<file path="src/rtl/fetch_pc_unit_if.sv">
// Fetch-stage bus bundle: instruction-memory req/ack, decode valid/ready and
// the resolved-branch inputs.
//   master : fetch_pc_unit side (drives imem_req/addr and inst_*)
//   slave  : memory / decode / branch-unit side
interface fetch_pc_unit_if;
  localparam int unsigned XLEN = 32;

  logic            imem_req;
  logic [XLEN-1:0] imem_addr;
  logic            imem_ack;
  logic [XLEN-1:0] imem_rdata;

  logic            inst_valid;
  logic            inst_ready;
  logic [XLEN-1:0] inst_data;
  logic [XLEN-1:0] inst_pc;

  logic            br_valid;
  logic            br_taken;
  logic [XLEN-1:0] br_pc;
  logic [XLEN-1:0] br_imm;

  modport master (
    output imem_req, imem_addr, inst_valid, inst_data, inst_pc,
    input  imem_ack, imem_rdata, inst_ready, br_valid, br_taken, br_pc, br_imm
  );

  modport slave (
    input  imem_req, imem_addr, inst_valid, inst_data, inst_pc,
    output imem_ack, imem_rdata, inst_ready, br_valid, br_taken, br_pc, br_imm
  );
endinterface

</file>
<file path="src/rtl/fetch_pc_unit.sv">
// Program-counter and instruction-fetch stage.
// Fetches words over imem req/ack, hands them to decode over valid/ready and
// redirects to br_pc + br_imm on a taken branch, flushing any in-flight fetch.
// Ports:
//   clk, rst_n   : clock, asynchronous active-low reset
//   bus (master) : imem_req/addr/ack/rdata, inst_valid/ready/data/pc,
//                  br_valid/taken/pc/imm
//   timeout_err  : sticky, set after TIMEOUT_CYCLES fetch cycles with no ack
//   misalign_err : sticky misaligned-redirect trap (FETCH_MISALIGN_TRAP_EN only)
// Optional feature macro: FETCH_MISALIGN_TRAP_EN
module fetch_pc_unit #(
  parameter logic [31:0] RESET_PC       = 32'h0000_0000,
  parameter int unsigned TIMEOUT_CYCLES = 15
) (
  input  logic            clk,
  input  logic            rst_n,
  fetch_pc_unit_if.master bus,
  output logic            timeout_err
`ifdef FETCH_MISALIGN_TRAP_EN
  ,
  output logic            misalign_err
`endif
);

  localparam int unsigned XLEN  = 32;
  localparam int unsigned CNT_W = 8;

  typedef enum logic [1:0] {IDLE, FETCH, HOLD, ERR} state_e;

  state_e            state_q, state_d;
  logic [XLEN-1:0]   pc_q, pc_d;
  logic [XLEN-1:0]   data_q, data_d;
  logic [XLEN-1:0]   ipc_q, ipc_d;
  logic              valid_q, valid_d;
  logic              req_q;
  logic              terr_q, terr_d;
  logic [CNT_W-1:0]  cnt_q, cnt_d;
  logic [XLEN-1:0]   target_c;
  logic              redirect_c;
`ifdef FETCH_MISALIGN_TRAP_EN
  logic              mis_q, mis_d;
`endif

  // Redirect target; ERR ignores every input until reset
  assign target_c   = bus.br_pc + bus.br_imm;
  assign redirect_c = bus.br_valid && bus.br_taken && (state_q != ERR);

  // Next-state and datapath update
  always_comb begin
    state_d = state_q;
    pc_d    = pc_q;
    data_d  = data_q;
    ipc_d   = ipc_q;
    valid_d = valid_q;
    terr_d  = terr_q;
    cnt_d   = cnt_q;
`ifdef FETCH_MISALIGN_TRAP_EN
    mis_d   = mis_q;
`endif

    case (state_q)
      IDLE: state_d = FETCH;
      FETCH: begin
        if (bus.imem_ack) begin
          data_d  = bus.imem_rdata;
          ipc_d   = pc_q;
          valid_d = 1'b1;
          pc_d    = pc_q + XLEN'(4);
          cnt_d   = '0;
          state_d = HOLD;
        end else begin
          cnt_d = cnt_q + CNT_W'(1);
          if (cnt_d == CNT_W'(TIMEOUT_CYCLES)) begin
            terr_d  = 1'b1;
            state_d = ERR;
          end
        end
      end
      HOLD: begin
        if (bus.inst_ready) begin
          valid_d = 1'b0;
          state_d = FETCH;
        end
      end
      ERR: state_d = ERR;
    endcase

    // Redirect overrides ack, ready and the timeout decision of this cycle
    if (redirect_c) begin
      pc_d    = pc_q;
      data_d  = data_q;
      ipc_d   = ipc_q;
      valid_d = 1'b0;
      terr_d  = terr_q;
      cnt_d   = '0;
`ifdef FETCH_MISALIGN_TRAP_EN
      if (target_c[1:0] != 2'b00) begin
        mis_d   = 1'b1;
        state_d = ERR;
      end else begin
        pc_d    = target_c;
        state_d = IDLE;
      end
`else
      pc_d    = target_c & ~XLEN'(3);
      state_d = IDLE;
`endif
    end
  end

  // State register
  always_ff @(posedge clk or negedge rst_n) begin
    if (!rst_n) state_q <= IDLE;
    else        state_q <= state_d;
  end

  // Datapath and output registers; imem_req is registered from the next state
  always_ff @(posedge clk or negedge rst_n) begin
    if (!rst_n) begin
      pc_q    <= RESET_PC;
      data_q  <= '0;
      ipc_q   <= '0;
      valid_q <= 1'b0;
      req_q   <= 1'b0;
      terr_q  <= 1'b0;
      cnt_q   <= '0;
    end else begin
      pc_q    <= pc_d;
      data_q  <= data_d;
      ipc_q   <= ipc_d;
      valid_q <= valid_d;
      req_q   <= (state_d == FETCH);
      terr_q  <= terr_d;
      cnt_q   <= cnt_d;
    end
  end

`ifdef FETCH_MISALIGN_TRAP_EN
  // Sticky misaligned-redirect flag
  always_ff @(posedge clk or negedge rst_n) begin
    if (!rst_n) mis_q <= 1'b0;
    else        mis_q <= mis_d;
  end
  assign misalign_err = mis_q;
`endif

  assign bus.imem_req   = req_q;
  assign bus.imem_addr  = pc_q;
  assign bus.inst_valid = valid_q;
  assign bus.inst_data  = data_q;
  assign bus.inst_pc    = ipc_q;
  assign timeout_err    = terr_q;

endmodule

</file>
<file path="src/flat_wrapper.sv">
// flat-port wrapper written by rule: the top's interface ports become plain ports
module fetch_pc_unit_flat 
#(
  parameter logic [31:0] RESET_PC       = 32'h0000_0000,
  parameter int unsigned TIMEOUT_CYCLES = 15
)
  (clk, rst_n, timeout_err, bus_imem_req, bus_imem_addr, bus_inst_valid, bus_inst_data, bus_inst_pc, bus_imem_ack, bus_imem_rdata, bus_inst_ready, bus_br_valid, bus_br_taken, bus_br_pc, bus_br_imm);
  fetch_pc_unit_if bus_i ();
  input  logic clk;
  input  logic rst_n;
  output logic timeout_err;
  output wire logic [$bits(bus_i.imem_req)-1:0] bus_imem_req;
  output wire logic [$bits(bus_i.imem_addr)-1:0] bus_imem_addr;
  output wire logic [$bits(bus_i.inst_valid)-1:0] bus_inst_valid;
  output wire logic [$bits(bus_i.inst_data)-1:0] bus_inst_data;
  output wire logic [$bits(bus_i.inst_pc)-1:0] bus_inst_pc;
  input wire logic [$bits(bus_i.imem_ack)-1:0] bus_imem_ack;
  input wire logic [$bits(bus_i.imem_rdata)-1:0] bus_imem_rdata;
  input wire logic [$bits(bus_i.inst_ready)-1:0] bus_inst_ready;
  input wire logic [$bits(bus_i.br_valid)-1:0] bus_br_valid;
  input wire logic [$bits(bus_i.br_taken)-1:0] bus_br_taken;
  input wire logic [$bits(bus_i.br_pc)-1:0] bus_br_pc;
  input wire logic [$bits(bus_i.br_imm)-1:0] bus_br_imm;
  assign bus_imem_req = bus_i.imem_req;
  assign bus_imem_addr = bus_i.imem_addr;
  assign bus_inst_valid = bus_i.inst_valid;
  assign bus_inst_data = bus_i.inst_data;
  assign bus_inst_pc = bus_i.inst_pc;
  assign bus_i.imem_ack = bus_imem_ack;
  assign bus_i.imem_rdata = bus_imem_rdata;
  assign bus_i.inst_ready = bus_inst_ready;
  assign bus_i.br_valid = bus_br_valid;
  assign bus_i.br_taken = bus_br_taken;
  assign bus_i.br_pc = bus_br_pc;
  assign bus_i.br_imm = bus_br_imm;
  fetch_pc_unit #(.RESET_PC(RESET_PC), .TIMEOUT_CYCLES(TIMEOUT_CYCLES)) u_core (.clk(clk), .rst_n(rst_n), .bus(bus_i), .timeout_err(timeout_err));
endmodule
</file>
<file path="config.mk">
export PLATFORM = sky130hd
export DESIGN_NAME = fetch_pc_unit_flat
export DESIGN_NICKNAME = d
export VERILOG_FILES = /design/src/rtl/fetch_pc_unit_if.sv /design/src/rtl/fetch_pc_unit.sv /design/src/flat_wrapper.sv
export SDC_FILE = /design/constraint.sdc
export NUM_CORES = 1
export LEC_CHECK = 0
export ABC_AREA = 1
export CORE_MARGIN = 3
export CORE_UTILIZATION = 54
export CTS_CLUSTER_DIAMETER = 150
export DETAILED_ROUTE_END_ITERATION = 8
export GPL_TIMING_DRIVEN = 0
export HOLD_SLACK_MARGIN = 0.15
export PLACE_DENSITY = 0.95
export SETUP_SLACK_MARGIN = 0.05
export SLEW_MARGIN = 20
export SYNTH_ARGS = -nofsm -noshare
export SYNTH_HDL_FRONTEND = slang
export SYNTH_SLANG_ARGS = --single-unit
</file>
<file path="constraint.sdc">
create_clock -name clk -period 2.8 [get_ports clk]
set_input_delay 0.42 -clock clk [delete_from_list [all_inputs] [get_ports clk]]
set_output_delay 0.42 -clock clk [all_outputs]
set_load 0.01 [all_outputs]
</file>
==> flow_summary.yaml <==
outcome:
  status: "complete, no violations"
timing:
  worst_slack_ns: 0.587
  hold_violations: 0
  max_freq_ghz: 0.452
  finalCritPeriodShare_pct: 79.0
  rsz0062_at_grt: "no"
  fin_skew_ns: 0.00506
  fin_setup_tns_ns: 0
  slew_headroom_pct: 57.9
  post-route-min-period_ns: 2.21
  setup_violations: 0
  maxSlewViolCount: 0
  tightest_slew_ns: 0.631
worst_setup_path:
  crit_fanout: 4
  start_kind: "primary input"
  reg2reg_depth: 12
  cp_num_buf_inv: 2
  cp_num_cells: 12
  arrival_ns: 2.48
  slowest_stage: "clkdlybuf4s50_1"
  cp_cell_sequence: "clkdlybuf4s50_1, ha_1, inv_1, o21bai_1, nand2_1, nand2_1, nand2_1, nand2_1, nand2_1, nand3_1, nand3_1, a21oi_1"
  critPathRequiredTime_ns: 3.07
  worstSetupPathType: "in -> reg"
  slowest_delay_ns: 0.41
  path_common_cell: "nand2_1"
  endpoint_kind: "flip-flop"
  critPathTopFamily: "simple AND/OR/NAND/NOR gates"
grt:
  grt-ovfl-total: 0
  grtUsageTotal_pct: 31.2
  grt_pass1_vias: 8082
  grt_max_degree: 78
  antenna_found_initial: 0
  grt_first_pass_wirelength_um: 39800
clocking:
  cts.clk_slew.worst_paths_ns: 0.07
  cts_num_sinks: 105
  cts_made_buffers: 9
  post_cts_buffers: 0
  htree_levels: 3
  worstSkewPairLatency_ns: 0.35
  cts_root_buf: "clkbuf_16"
  cts_buffer_depth: 2
  cts_tree: "yes"
run:
  drv_cap: 0
cells_and_area:
  antenna_cells: 0
  fill_cells: 1094
  syn_to_final_growth_pct: 33.2
  drive_above_1_share_pct: 5.21
  layout.nets: 1513
synthesis:
  synthCells: 1166
  yosys_warnings: 0
  synth_area_mm2: 0.00758
  ys_seq_area_share_pct: 34.7
  synth.avg_cell_area_um2: 6.50
  yosysUniqueCellTypes: 49
  ys_seq_elements: 105
power_and_ir_drop:
  power_frac_clock_pct: 14.2
  ir_worst_vdd_mv: 0.403
  p_int_w: 0.00484
  leakage_nw: 5.26
  power_switching_w: 0.00373
  power_frac_seq_pct: 33.8
  power_w: 0.00857
  power_frac_comb_pct: 52.0
  switching_share_pct: 43.5
  power_density_mw_per_mm2: 849
floorplanning:
  initial_utilization_pct: 56.1
  fp-row-count: 42
  ioPinCount: 201
  core_mm2: 0.0135
  dieArea_mm2: 0.0155
  die_w_um: 124
  dieHeight_um: 124
worst_hold_path:
  hold_class: "reg -> reg"
  hold_path_depth: 2
drt:
  antenna_left: 0
  drt_iter0_markers: 636
  post-route-drc-count: 0
  postRouteWirelength_um: 24400
  vias_per_cell: 5.31
  routed-via-count: 8272
  detail_route.wl_per_cell_um: 15.6
  dr.pass1.iters: 7
placed_design:
  pre_cts_ws_ns: 0.309
  dp_hpwl_um: 19900
  numPortBuffers: 196
  place.gp.congestion: 0.899
-- sequential cells by signal (all words and copies together), names as in the netlist --
name	flops
u_core.bus.inst_pc	30
u_core.cnt_q	8
u_core.bus.imem_addr	30
u_core.bus.imem_req	1
u_core.bus.inst_data	32
u_core.bus.inst_valid	1
u_core.state_q	2
u_core.timeout_err	1
-- cell usage in the layout, fill, tap and decap left out, types with 3 or more instances in the layout --
cell type        instances
o21bai_1                 4
clkbuf_16                9
nor2_1                  86
nand3b_1                 3
clkdlybuf4s50_1        195
xor2_1                  12
o21ai_0                 27
a22oi_1                  3
nor2_2                   3
ha_1                    33
nor2_4                   7
nand4_1                 14
inv_2                    9
a211oi_1                 3
a21oi_1                 46
nand2_4                  3
buf_1                    3
a31oi_1                  4
o21ai_1                 36
o221ai_1                 3
buf_2                   15
nand3_1                 67
nand2_1                455
buf_4                    6
inv_1                  177
clkbuf_1                 4
conb_1                   4
dfrtp_1                105
o22ai_1                  3
nor3_1                   9
-- final cells by class --
cell class / count / area, um^2 / share of cell area [%]
inverters: 188 / 708 / 7.02
well taps: 176 / 220 / 2.18
multi-input cells: 849 / 4100 / 40.7
repair buffers: 198 / 2000 / 19.8
plain buffers: 27 / 150 / 1.49
flip-flops and latches: 105 / 2630 / 26.0
clock inverters: 4 / 33.8 / 0.335
clock buffers: 12 / 246 / 2.44
-- worst paths after layout --
path / start / to / slack [ns]
max reg2reg: u_core.bus.imem_addr[2] / u_core.bus.imem_addr[26] / 0.77
min: u_core.bus.inst_data[22] / u_core.bus.inst_data[22] / 0.47
min reg2reg: u_core.bus.inst_data[22] / u_core.bus.inst_data[22] / 0.47
max in group asynchronous: rst_n / u_core.cnt_q[0] / 1.62
min in group asynchronous: rst_n / u_core.bus.inst_pc[22] / 0.52
max: bus_br_imm[1] / u_core.bus.imem_addr[28] / 0.59
-- power by group through the flow --
stage | Clock [W] | Sequential [W] | Combinational, W
after floorplan | 0 | 0.00303 | 0.00193
after global placement | 0 | 0.00286 | 0.00428
after detailed placement | 0 | 0.00289 | 0.00442
after CTS | 0.00121 | 0.00287 | 0.00446
after global routing | 0.00128 | 0.00297 | 0.00485
final | 0.00122 | 0.00290 | 0.00445
-- worst min-delay path, cell delays in order (launching register included) --
cell	delay, ns
dfrtp_1	0.34
nand2_1	0.05
nand2_1	0.05
-- kinds of logic (layout without fill, tap and decap cells) --
kind of cell / Yosys count / count (layout) / synth area share (%)
and+or+nand+nor: 661 / 661 / 36.7
other: 1 / 4 / 0.0495
buffers and inverters: 215 / 429 / 11.3
DFF: 105 / 105 / 34.7
AOI/OAI and AO/OA: 138 / 138 / 10.2
xor gates and xnor gates: 13 / 13 / 1.50
adders and majority gates: 33 / 33 / 5.45
-- per-stage QoR --
stage	cells	utilization [%]	cell area [um^2]	hold slack, ns
2_1_floorplan	1169	-	7590	0.124
5_1_grt	1559	74.7	10100	0.488
3_3_place_gp	1541	72.3	9770	0.453
4_1_cts	1559	74.7	10100	0.475
6_report	1559	74.7	10100	0.472
3_5_place_dp	1542	72.5	9800	0.309
-- layer usage --
layer / wire [um] / track usage [%]
met5: 0 / 0
met4: 784 / 12.1
met3: 1900 / 5.49
met2: 12000 / 54.4
met1: 9680 / 38.3
-- synth_stat cells, drive strengths merged --
cell    count  area [um^2]
o31ai       1         7.51
a22oi       3         22.5
buf        25          143
xor2       12          105
o21bai      4         30.0
a32oi       1         8.76
or2         2         12.5
nand4      15          100
a21oi      48          255
and3        2         12.5
inv       187          704
o22ai       3         18.8
nand3b      3         22.5
nor2       97          440
clkbuf      2         7.51
a21o        1         7.51
o21ai      63          315
a31oi       4         25.0
nand2     460         1750
o221ai      3         26.3
conb        1         3.75
and2        1         6.26
a32o        2         20.0
o311ai      1         8.76
o211ai      1         7.51
a211oi      3         22.5
nor3b       2         25.0
xnor2       1         8.76
ha         33          413
nor3       10         55.1
clkinv      1         3.75
dfrtp     105         2630
nand3      69          355
-- timing repair --
action | CTS | global route
hold buffers | 1 | 0
endpoints found under the hold margin | 28 | 0
gates resized for setup | 0 | 0
(Power assumes the default switching activity.)
